[src/rtl/chk_fifo.sv]
// Synchronous expected-value FIFO with occupancy count and single-cycle flush.
module chk_fifo #(
    parameter int unsigned DATA_W = 8,
    parameter int unsigned DEPTH  = 16
) (
    input  logic                      clk,
    input  logic                      rst_n,
    input  logic                      i_flush,
    input  logic                      i_push,
    input  logic [DATA_W-1:0]         i_wdata,
    input  logic                      i_pop,
    output logic [DATA_W-1:0]         o_rdata,
    output logic                      o_full,
    output logic                      o_empty,
    output logic [$clog2(DEPTH):0]    o_count
);

    localparam int unsigned AW = $clog2(DEPTH);

    logic [DATA_W-1:0] r_mem [DEPTH];
    logic [AW-1:0]     r_wr_ptr;
    logic [AW-1:0]     r_rd_ptr;
    logic [AW:0]       r_count;
    logic              w_push;
    logic              w_pop;

    assign w_push  = i_push && !o_full;
    assign w_pop   = i_pop && !o_empty;
    assign o_full  = (r_count == (AW+1)'(DEPTH));
    assign o_empty = (r_count == '0);
    assign o_count = r_count;
    assign o_rdata = r_mem[r_rd_ptr];

    always_ff @(posedge clk or negedge rst_n) begin
        if (!rst_n) begin
            r_wr_ptr <= '0;
            r_rd_ptr <= '0;
            r_count  <= '0;
        end else if (i_flush) begin
            r_wr_ptr <= '0;
            r_rd_ptr <= '0;
            r_count  <= '0;
        end else begin
            if (w_push) r_wr_ptr <= r_wr_ptr + AW'(1);
            if (w_pop)  r_rd_ptr <= r_rd_ptr + AW'(1);
            case ({w_push, w_pop})
                2'b10:   r_count <= r_count + (AW+1)'(1);
                2'b01:   r_count <= r_count - (AW+1)'(1);
                default: r_count <= r_count;
            endcase
        end
    end

    // Storage needs no reset; occupancy alone defines validity.
    always_ff @(posedge clk) begin
        if (w_push && !i_flush) r_mem[r_wr_ptr] <= i_wdata;
    end

endmodule

[config.mk]
export PLATFORM = sky130hd
export DESIGN_NAME = chk_fifo
export DESIGN_NICKNAME = d
export VERILOG_FILES = /design/src/rtl/chk_fifo.sv
export SDC_FILE = /design/constraint.sdc
export NUM_CORES = 1
export LEC_CHECK = 0
export CAP_MARGIN = 20
export CORE_MARGIN = 2
export CORE_UTILIZATION = 49
export CTS_CLUSTER_DIAMETER = 60
export DETAILED_ROUTE_END_ITERATION = 6
export GPL_ROUTABILITY_DRIVEN = 0
export PLACE_DENSITY_LB_ADDON = 0.08
export SETUP_SLACK_MARGIN = 0.2
export SYNTH_ARGS = -nofsm -noshare
export SYNTH_HDL_FRONTEND = slang
export SYNTH_SLANG_ARGS = --single-unit
[constraint.sdc]
create_clock -name clk -period 3.4 [get_ports clk]
set_input_delay 0.85 -clock clk [delete_from_list [all_inputs] [get_ports clk]]
set_output_delay 0.85 -clock clk [all_outputs]
set_load 0.05 [all_outputs]
; ---- Yosys cells after proc, flatten, opt, wreduce, memory -nomap -nowiden
; Memories as Yosys holds them, arrays and structs flattened.
; Index checks and enable logic that the tools add are counted.
[classes]
muxes = 8
n_eq_ne = 3
n_reduce_logical = 10
n_addsub = 4
[ops]
columns = op, count
row1 = $mux 4, 4
row2 = $pmux 5 s2, 1
row3 = $add 4x1->4 const B, 2
row4 = $add 5x1->5 const B, 1
row5 = $eq 5x5->1 const B, 1
row6 = $logic_not 5->1, 1
row7 = $mux 5, 1
row8 = $sub 5x1->5 const B, 1
row9 = $reduce_bool 2->1, 2
row10 = $logic_and 1x1->1, 3
row11 = $logic_not 1->1, 3
row12 = $reduce_bool 3->1, 1
row13 = $eq 2x1->1 const B, 1
row14 = $eq 2x2->1 const B, 1
row15 = $mux 1, 2
[totals]
inputBits = 13
ram_bits = 128
regBits = 13
memories = 1
[mem_list]
columns = name, depth, word_bits, rd, rd_ports_with_merged_regs, write_ports, line
row1 = r_mem, 16, 8, 1, 0, 1, 20  ; logic [DATA_W-1:0] r_mem [DEPTH];

; ---- Depth between registers and ports, before layout
[logic_depth]
word_depth = 6
depth_mapped = 10
mapped_depth_nobuf = 9

; ---- Worst setup path before layout
; No wires, ideal clock.
[synth_path]
kind = register -> output
start = register r_count[1] (netlist: o_count[1])
end = output port o_full
stages_incl_launch_ff = 4
required_ps = 2550
t_arrival_ps = 1978
n_path_buf = 1
path_slack_ps = 572
cell_sequence = dfrtp_1 or4_1 buf_2 nor2_1
[synth_between]
elab_chain_len = 1
[synth_rtl]
columns = element, line
row1 = start: declaration, 23  ; logic [AW:0] r_count;
row2 = start signal: assignment, 47  ; 2'b10: r_count <= r_count + (AW+1)'(1);
row3 = start signal: assignment, 48  ; 2'b01: r_count <= r_count - (AW+1)'(1);
row4 = start signal: assignment, 49  ; default: r_count <= r_count;
row5 = $eq 5x5->1, 29  ; assign o_full = (r_count == (AW+1)'(DEPTH));
row6 = end: declaration, 13  ; output logic o_full,
; No other way between the ends.

; ---- Worst setup path after layout
[layout_path]
start = register r_rd_ptr[0]
end = output port o_rdata[2]
[layout_between]
elab_chain_len = 1
[layout_rtl]
columns = element, line
row1 = start: declaration, 22  ; logic [AW-1:0] r_rd_ptr;
row2 = start signal: assignment, 45  ; if (w_pop) r_rd_ptr <= r_rd_ptr + AW'(1);
row3 = $mem_v2 16x8, -
row4 = end: declaration, 12  ; output logic [DATA_W-1:0] o_rdata,
; No other way between the ends.

==> impl_results.md <==
- Warnings from Yosys: 0
- Ports: 28
- Status: finished, final reports clean
- Clock Tree Buf Depth: 2
- Antenna diodes: 0
- Fin. max-slew vios: 0
- Min Tclk post-route: 3.178 ns
- Hold Crit Class: register to register
- Main flop type after synthesis: edfxtp_1
- Slowest CP cell: mux4_2
- Final setup vio count: 0
- Initial antenna violation count: 0
- Crit-path cells: buf_12 > clkbuf_16 > mux4_2 > mux4_2 > buf_4
- Site row count: 40
- Largest net degree at the start of global routing: 36
- Synth Register Bits: approximately 140
- Rel. slew slack: 0.5557
- Commonest cells in the netlist: edfxtp_1, nor2_1, mux4_1
- Later-pin clock latency in the skew report: 0.41 ns
- Area of the die: ~13000 um^2
- Post-route ant nets: 0
- Async SR Flop Fraction: 0.09220
- Fraction of post-synthesis cell area in the top cell type by area: 0.6452
- Root Driver: clkbuf_16
- CP top delay family: multiplexers
- Final Hold Vio Count: 0
- Data arrival, critical path: 2.33 ns
- Worst Path Required: 2.55 ns
- CP Class: register to output port
- Synth area leaders: edfxtp_1, mux4_1, dfrtp_1
- Core area: 11960 um^2
- Fmax: ~310 MHz
- Vias in the first global route: 2852
- WL final: 11070 um
- Clock Skew: 0.006247 ns
- Die W: 114.3 um
- DR WL/cell: 21.46 um
- Fin util: 0.5955
- Post-synth top area cell: edfxtp_1
- DR vias: 2905
- First-pass GRT wire length: 16670 um
- CP bufs+invs: 3
- Die Ht: 114.3 um
- Worst-path clk slew: 0.05 ns
- Syn Nets: 321
- Final HPWL DP: 7037 um
- Most Frequent Cell on Critical Path: mux4_2
- DRT iter0 DRCs: 238
- Area Overhead vs Synth: 19.58%
- Overflow after GRT: 0
- CTS Buf Count: 17
- Setup crit end kind: output port
- CTS tree: yes
- Nature of the critical path startpoint: register
- Sequential share of the synthesized area: 0.6999
- Synthesized area: roughly 6000 um^2
- Share of layout cells above drive strength 1: 0.2656
- RSZ-0062 raised after global routing: true
- Static leakage: 2.435 nW
- Pre-Repair DR Iteration Count: 4
- Most frequent cell after synthesis: edfxtp_1
- CP max FO: 8
- Tot Pwr: 5.258 mW
- Post-synthesis instance total: approximately 300
- Via density: 5.630
- Aggregate global-route resource usage: 0.1813
- Starting Density: 0.4980
- Crit share post-route: 0.9348
- Setup_tns: 0 ns
- VDD IR max: 0.0005197 V
- Post-synth EDFFs: 128
- Nets: 378
- Slew of the pin with the lowest slew margin: 0.6664 ns
- Avg Inst Size Synth: 19.92 um^2
- Synth cell types: 45
- Maxcap violations: 0
- H-tree level count: 4
- CP peak stage delay: ~0.56 ns
- Clk sinks: 141
- Port Buffers: 27
- # DRC: 0
- PD cells: 738.2 nW/um^2
-- cell type report --
| cell class | count | area, um^2 |
|---|---|---|
| Fill cell | 892 | 4838 |
| Multi-Input combinational cell | 135 | 1607 |
| Clock buffer | 20 | 436.7 |
| Clock inverter | 12 | 146.4 |
| Tap cell | 147 | 183.9 |
| Sequential cell | 141 | 4170 |
| Timing Repair Buffer | 53 | 549.3 |
| Inverter | 8 | 30.03 |
-- cells in the final DEF, fill, tap and decap left out, types with 2 or more instances in the layout --
master             n
nand2_1            7
mux2i_1            4
mux4_1            14
dfrtp_1           12
buf_6              9
xor2_1             5
dlygate4sd2_1      2
clkbuf_16         19
mux4_2            26
buf_4             20
edfxtp_1         128
a211o_1            2
nor2_1            34
buf_12             3
clkinv_4           2
clkinv_1           3
o211ai_1           2
bufinv_16          3
ha_1               8
xnor2_1            2
clkdlybuf4s50_1   17
nand2b_1           2
clkbuf_1           3
mux2_2             2
clkinvlp_4         3
nand3_1            3
inv_1              8
-- cells by family (layout without fill, tap and decap cells) --
| group | Yosys count | in the layout | share of synthesized area |
|---|---|---|---|
| AOI/OAI and AO/OA | 15 | 15 | 0.02142 |
| xor gates and xnor gates | 7 | 7 | 0.01029 |
| adders and majority gates | 9 | 9 | 0.02016 |
| buffers and inverters | 23 | 93 | 0.02037 |
| DFF | 141 | 141 | 0.6999 |
| muxes | 47 | 47 | 0.1825 |
| and+or+nand+nor | 57 | 57 | 0.04537 |
-- sequential cells by signal, summed over array words and instances (netlist names) --
signal    count
r_rd_ptr      4
r_wr_ptr      4
o_count       5
r_mem       128
-- where the power goes --
part	internal (mW)	switching [mW]
combinational	0.628	0.816
clock	1.14	0.655
sequential	1.95	0.0611
total	3.73	1.53
-- worst paths after layout --
check	startpoint	to	slack, ns	cells after the start
min in group asynchronous	rst_n	o_count[0]	0.83	1
max	r_rd_ptr[0]	o_rdata[2]	0.22	5
max reg2reg	o_count[1]	o_count[4]	0.60	9
min reg2reg	r_wr_ptr[1]	r_wr_ptr[1]	0.63	2
min	r_wr_ptr[1]	r_wr_ptr[1]	0.63	2
max in group asynchronous	rst_n	r_rd_ptr[0]	2.13	1
-- worst reg2reg max path, stage by stage, from the launching register on --
cell and delay (ns):
dfrtp_1 0.43, or4_1 0.57, buf_4 0.20, nand2_1 0.09, nand3_1 0.14, fa_1 0.43
nand2b_1 0.17, a21oi_1 0.31, mux2i_1 0.23, a31oi_1 0.10
-- per-layer routing --
| layer | up-vias | track usage | share of wire |
|---|---|---|---|
| li1 | 1327 | - | - |
| met1 | 1495 | 0.2747 | 0.49 |
| met2 | 74 | 0.2536 | 0.45 |
| met3 | 9 | 0.05029 | 0.054 |
| met4 | 0 | 0.06829 | 0.012 |
| met5 | - | 0 | 0 |
-- stage by stage --
| stage | cell area [um^2] | hold slack [ns] | worst slack [ns] | instances |
|---|---|---|---|---|
| finish | 7123 | 0.6266 | 0.2216 | 516 |
| floorplan | 5957 | 0.5544 | 0.5715 | 299 |
| global placement | 6479 | 0.6054 | 0.3989 | 480 |
| detailed placement | 6479 | 0.6172 | 0.3553 | 480 |
| global route | 7123 | 0.6679 | 0.1724 | 516 |
| CTS | 7059 | 0.6326 | 0.1550 | 513 |
-- repair_timing --
| item | in CTS | in global routing |
|---|---|---|
| endpoints found under the setup margin | 10 | 8 |
| hold buffers | 0 | 0 |
| cloned | 0 | 2 |
| gates resized for setup | 6 | 24 |
| buffers inserted | 1 | 1 |
Note: power is estimated with default switching activity, not from simulation.
